## src/rtl/asrm_uart_tx_fifo_if.sv

```systemverilog
// Bus/core-side signal bundle for the UART transmit FIFO.
// master: CPU bus plus UART core (drives push/data/flush/end_transmit).
// slave : the FIFO itself.
interface asrm_uart_tx_fifo_if #(
  parameter int depth_log2 = 3
);
  logic                push;
  logic [7:0]          data_in;
  logic                flush;
  logic                full;
  logic                empty;
  logic [depth_log2:0] level;
  logic [7:0]          data_tx;
  logic                start_transmit;
  logic                end_transmit;
  logic                overflow;

  modport master (
    output push, data_in, flush, end_transmit,
    input  full, empty, level, data_tx, start_transmit, overflow
  );

  modport slave (
    input  push, data_in, flush, end_transmit,
    output full, empty, level, data_tx, start_transmit, overflow
  );
endinterface

```

## src/rtl/asrm_uart_tx_fifo.sv

```systemverilog
// Byte transmit queue in front of the UART serial core.
// Holds start_transmit high while bytes are pending and pops one byte on
// each rising edge of the core's end_transmit. data_tx is registered and
// only changes on a pop or when arming, so it is stable across a frame.
// Optional macro ASRM_UART_TX_FIFO_OVERFLOW_EN adds a sticky overflow flag
// for dropped pushes; without it overflow is tied low.
module asrm_uart_tx_fifo #(
  parameter int depth_log2 = 3
) (
  input logic                clk,
  input logic                reset,
  asrm_uart_tx_fifo_if.slave bus
);
  localparam int DEPTH = 1 << depth_log2;
  localparam int LW    = depth_log2 + 1;

  typedef enum logic {IDLE, ARMED} state_e;

  state_e                state_q, state_d;
  logic [7:0]            mem [DEPTH];
  logic [depth_log2-1:0] wr_ptr_q, wr_ptr_d;
  logic [depth_log2-1:0] rd_ptr_q, rd_ptr_d;
  logic [LW-1:0]         level_q, level_d;
  logic [7:0]            data_tx_q, data_tx_d;
  logic                  end_d_q;
  logic                  full, end_rise, pop, push_ok;

  assign full     = (level_q == LW'(DEPTH));
  assign end_rise = bus.end_transmit & ~end_d_q;
  assign pop      = end_rise & (state_q == ARMED);
  // A full queue still takes a byte when a slot frees up in the same cycle.
  assign push_ok  = bus.push & (~full | pop);

  // Next-state for pointers, level, FSM and the head-byte register.
  always_comb begin
    state_d   = state_q;
    wr_ptr_d  = wr_ptr_q;
    rd_ptr_d  = rd_ptr_q;
    level_d   = level_q;
    data_tx_d = data_tx_q;
    if (bus.flush) begin
      // data_tx deliberately left alone: the core may still be shifting it.
      wr_ptr_d = '0;
      rd_ptr_d = '0;
      level_d  = '0;
      state_d  = IDLE;
    end else begin
      if (push_ok) wr_ptr_d = wr_ptr_q + 1'b1;
      if (pop)     rd_ptr_d = rd_ptr_q + 1'b1;
      case ({push_ok, pop})
        2'b10:   level_d = level_q + 1'b1;
        2'b01:   level_d = level_q - 1'b1;
        default: level_d = level_q;
      endcase
      case (state_q)
        IDLE: begin
          if (level_q != '0) begin
            state_d   = ARMED;
            data_tx_d = mem[rd_ptr_q];
          end
        end
        ARMED: begin
          if (pop) begin
            if (level_d == '0) begin
              state_d = IDLE;
            end else if (level_q == LW'(1)) begin
              // Only byte left is the one being pushed right now.
              data_tx_d = bus.data_in;
            end else begin
              data_tx_d = mem[rd_ptr_d];
            end
          end
        end
        default: state_d = IDLE;
      endcase
    end
  end

  // State and datapath registers.
  always_ff @(posedge clk or negedge reset) begin
    if (!reset) begin
      state_q   <= IDLE;
      wr_ptr_q  <= '0;
      rd_ptr_q  <= '0;
      level_q   <= '0;
      data_tx_q <= 8'h00;
      end_d_q   <= 1'b0;
    end else begin
      state_q   <= state_d;
      wr_ptr_q  <= wr_ptr_d;
      rd_ptr_q  <= rd_ptr_d;
      level_q   <= level_d;
      data_tx_q <= data_tx_d;
      end_d_q   <= bus.end_transmit;
    end
  end

  // Storage write; contents need no reset since level gates every read.
  always_ff @(posedge clk) begin
    if (push_ok && !bus.flush) mem[wr_ptr_q] <= bus.data_in;
  end

`ifdef ASRM_UART_TX_FIFO_OVERFLOW_EN
  logic ovf_q;
  // Sticky flag for bytes dropped on a full queue; cleared only by flush.
  always_ff @(posedge clk or negedge reset) begin
    if (!reset)                          ovf_q <= 1'b0;
    else if (bus.flush)                  ovf_q <= 1'b0;
    else if (bus.push && full && !pop)   ovf_q <= 1'b1;
  end
  assign bus.overflow = ovf_q;
`else
  assign bus.overflow = 1'b0;
`endif

  assign bus.full           = full;
  assign bus.empty          = (level_q == '0);
  assign bus.level          = level_q;
  assign bus.data_tx        = data_tx_q;
  assign bus.start_transmit = (state_q == ARMED);
endmodule

```

## src/flat_wrapper.sv

```systemverilog
// flat-port wrapper written by rule: the top's interface ports become plain ports
module asrm_uart_tx_fifo_flat 
#(
  parameter int depth_log2 = 3
)
  (clk, reset, bus_push, bus_data_in, bus_flush, bus_end_transmit, bus_full, bus_empty, bus_level, bus_data_tx, bus_start_transmit, bus_overflow);
  asrm_uart_tx_fifo_if #(.depth_log2(depth_log2)) bus_i ();
  input logic clk;
  input logic reset;
  input wire logic [$bits(bus_i.push)-1:0] bus_push;
  input wire logic [$bits(bus_i.data_in)-1:0] bus_data_in;
  input wire logic [$bits(bus_i.flush)-1:0] bus_flush;
  input wire logic [$bits(bus_i.end_transmit)-1:0] bus_end_transmit;
  output wire logic [$bits(bus_i.full)-1:0] bus_full;
  output wire logic [$bits(bus_i.empty)-1:0] bus_empty;
  output wire logic [$bits(bus_i.level)-1:0] bus_level;
  output wire logic [$bits(bus_i.data_tx)-1:0] bus_data_tx;
  output wire logic [$bits(bus_i.start_transmit)-1:0] bus_start_transmit;
  output wire logic [$bits(bus_i.overflow)-1:0] bus_overflow;
  assign bus_i.push = bus_push;
  assign bus_i.data_in = bus_data_in;
  assign bus_i.flush = bus_flush;
  assign bus_i.end_transmit = bus_end_transmit;
  assign bus_full = bus_i.full;
  assign bus_empty = bus_i.empty;
  assign bus_level = bus_i.level;
  assign bus_data_tx = bus_i.data_tx;
  assign bus_start_transmit = bus_i.start_transmit;
  assign bus_overflow = bus_i.overflow;
  asrm_uart_tx_fifo #(.depth_log2(depth_log2)) u_core (.clk(clk), .reset(reset), .bus(bus_i));
endmodule
```

## config.mk

```make
export PLATFORM = sky130hd
export DESIGN_NAME = asrm_uart_tx_fifo_flat
export DESIGN_NICKNAME = d
export VERILOG_FILES = /design/src/rtl/asrm_uart_tx_fifo_if.sv /design/src/rtl/asrm_uart_tx_fifo.sv /design/src/flat_wrapper.sv
export SDC_FILE = /design/constraint.sdc
export NUM_CORES = 1
export LEC_CHECK = 0
export BUFFER_PORTS_ARGS = -buffer_cell sky130_fd_sc_hd__buf_2
export CORE_MARGIN = 10
export CORE_UTILIZATION = 50
export CTS_CLUSTER_DIAMETER = 30
export CTS_CLUSTER_SIZE = 14
export DETAILED_ROUTE_END_ITERATION = 8
export GPL_TIMING_DRIVEN = 0
export PLACE_DENSITY = 0.78
export SKIP_LAST_GASP = 1
export SLEW_MARGIN = 20
export SYNTH_ARGS = -nofsm -noshare
export SYNTH_HDL_FRONTEND = slang
export SYNTH_SLANG_ARGS = --single-unit
```

## constraint.sdc

```tcl
create_clock -name clk -period 3.8 [get_ports clk]
set_input_delay 1.14 -clock clk [delete_from_list [all_inputs] [get_ports clk]]
set_output_delay 1.14 -clock clk [all_outputs]
set_load 0.1 [all_outputs]
```

==> flow_summary_export.csv <==
group,metric,value,unit
outcome,status,"finished, final reports clean",
worst_hold_path,hold_path.class,"reg -> reg",
power,p_leak,1.806,nW
grt,groute.usage.overall,19.04,%
timing,finalCritPeriodShare,83.87,%
yosys,ys_ff_latch,84,
worst_setup_path,startpoint,"bus_end_transmit",
finish,nFillCells,730,
yosys,syn_nets,390,
timing,slew_viol_final,0,
detailed_routing,first_iter_violations,562,
die,core_area,8806,um2
detailed_routing,ant_nets,0,
clock_tree,clk_latency,0.37,ns
worst_setup_path,crit_type,"in -> reg",
worst_setup_path,crit_fanout,10,
finish,area_delta_synth_final,10.70,%
timing,max_freq,313.8,MHz
timing,hold_violations,0,
die,die_width,115.5,um
detailed_routing,wl_per_cell,23.31,um
finish,fin_nets,428,
clock_tree,ctsResizeCount,0,
clock_tree,hold_buffers,0,
worst_setup_path,cp.required,3.79,ns
yosys,synth_edf_count,64,
grt,grt_pass1_wl,19340,um
clock_tree,cts-root-buf,"clkbuf_8",
yosys,syn_area,4562,um2
yosys,synth_ff_type,"edfxtp_1",
die,boundaryPins,29,
placement,gp_congestion,0.9075,
die,row_count,34,
worst_setup_path,cp-start-kind,"primary input",
placement,dp.cells,507,
finish,drive_gt1_share,21.26,%
clock_tree,htree_num_levels,3,
flow_run,maxCapViolations,0,
detailed_routing,vias,3535,
clock_tree,cts_sinks,84,
timing,slew_headroom,36.98,%
yosys,synth_warnings,0,
power,peakVddDrop,0.3398,mV
timing,fin_crit,3.187,ns
timing,final.setup.tns,0,ns
clock_tree,cts_tree,"built",
grt,antenna_found_initial,0,
timing,worst_pin_slew,0.9419,ns
worst_setup_path,reg2reg_from,"u_core.rd_ptr_q[1]",
placement,dpl.hpwl,8534,um
yosys,syn_inst,372,
placement,io_buffer_count,26,
detailed_routing,vias_per_cell,6.772,
timing,finalClockSkew,0.007902,ns
finish,layout.cells.non_filler,522,
finish,n_antenna_cell,0,
detailed_routing,routed_wl,12170,um
power,power_density,515.1,nW/um2
timing,setup_viol,0,
die,die_height,115.5,um
detailed_routing,drc_errors,0,
yosys,ys_seq_area_share,53.10,%
worst_setup_path,worstPathArrival,3.18,ns
yosys,synth_cell_types,57,
worst_hold_path,hold_path_startpoint,"u_core.bus.data_tx[0]",
yosys,synth.avg_cell_area,12.26,um2
finish,fin_util,57.35,%
grt,grt_max_degree,21,
detailed_routing,dr.pass1.iters,6,
worst_setup_path,cp-end-kind,"flop",
yosys,synthArstFlopShare,23.81,%
grt,grt_overflow,0,
timing,rsz0062_at_grt,"false",
die,start_util,51.80,%
grt,grt_pass1_vias,3432,
clock_tree,cts_buffer_depth,2,
clock_tree,cts_made_buffers,9,
clock_tree,clk_pin_slew_worst_paths,0.07,ns
die,die_area,13340,um2
clock_tree,cts_setup_buffers,0,
[critical path, stage by stage]
cell and delay [ns]:
buf_2 0.17, and3b_1 0.19, buf_6 0.16, buf_6 0.17
o21ai_1 0.18, or3_1 0.43, nor2_1 0.73
[cells by family (layout without fill, tap and decap cells)]
logic type / Yosys count / in the layout / share of synthesized area, %
and+or+nand+nor: 119 / 119 / 12.51
adders and majority gates: 5 / 5 / 1.371
other: 1 / 1 / 0.08220
muxes: 49 / 49 / 15.11
AOI/OAI and AO/OA: 77 / 77 / 13.44
DFF: 84 / 84 / 53.10
xor gates and xnor gates: 5 / 5 / 0.9599
buffers and inverters: 32 / 74 / 3.428
[stage by stage]
stage          cell area, um2  power (mW)  setup slack [ns]  hold slack (ns)
3_5_place_dp             4845       1.943            0.2231           0.4939
6_report                 5050       2.601            0.6130           0.5048
3_3_place_gp             4827       1.925          -0.05082           0.4723
5_1_grt                  5050       2.701            0.4866           0.5259
4_1_cts                  5050       2.610            0.6184           0.5117
2_1_floorplan            4562       1.767            0.4536           0.5454
[flip-flops by register name, summed over array words and instances (netlist names)]
| register | count |
|---|---|
| u_core.mem | 64 |
| u_core.bus.start_transmit | 1 |
| u_core.wr_ptr_q | 3 |
| u_core.bus.level | 4 |
| u_core.end_d_q | 1 |
| u_core.rd_ptr_q | 3 |
| u_core.bus.data_tx | 8 |
[layout make-up]
cell class	count	area [um2]	share of cell area, %
sequential	84	2422	47.97
multi-input combinational	256	1993	39.47
timing repair buffer	27	137.6	2.725
tap	108	135.1	2.676
clock buffer	10	127.6	2.527
buffer	23	122.6	2.428
clock inverter	5	77.57	1.536
inverter	9	33.78	0.6690
[layout by cell type (no fill, tap or decap), types with 5 or more instances in the layout]
cell      instances
mux2_2            8
o311a_1           5
dfrtp_1          20
and2_1            8
ha_1              5
a21oi_1          10
o221ai_1         12
mux4_2           15
clkbuf_8          9
o22ai_1           9
clkbuf_1          7
buf_2            37
nand2_1          35
mux2i_1          25
nor2_1           44
a311oi_1          8
edfxtp_1         64
a211o_1           6
inv_1             7
nand2b_1          5
[routing by layer]
metal	GRT usage, %	up-vias	part of all wire [%]
met2	28.68	271	45
met4	7.686	0	2.5
met3	4.806	39	12
met5	0	-	0
li1	-	1519	-
met1	25.78	1706	41
[synthesized netlist by cell type, types with 9 or more instances]
| cell type | count | area share, % |
|---|---|---|
| edfxtp_1 | 64 | 42 |
| nor2_1 | 44 | 3.6 |
| nand2_1 | 35 | 2.9 |
| mux2i_1 | 25 | 5.5 |
| dfrtp_1 | 20 | 11 |
| mux4_2 | 15 | 7.4 |
| o221ai_1 | 12 | 2.3 |
| buf_2 | 11 | 1.2 |
| a21oi_1 | 10 | 1.1 |
| o22ai_1 | 9 | 1.2 |
[report_power, final]
part / internal, mW / switching (mW)
sequential: 1.05 / 0.0440
clock: 0.364 / 0.310
combinational: 0.194 / 0.636
total: 1.61 / 0.989
[worst paths after layout]
path	slack [ns]	cells past startpoint	to
worst min register to register	0.50	1	u_core.bus.data_tx[0]
max in group asynchronous	2.76	1	u_core.bus.data_tx[2]
worst max-delay path	0.61	7	u_core.mem[6][1]
worst max register to register	0.70	9	u_core.bus.data_tx[4]
worst min-delay path	0.50	1	u_core.bus.data_tx[0]
min in group asynchronous	0.71	1	u_core.bus.level[2]
(Power assumes the default switching activity.)
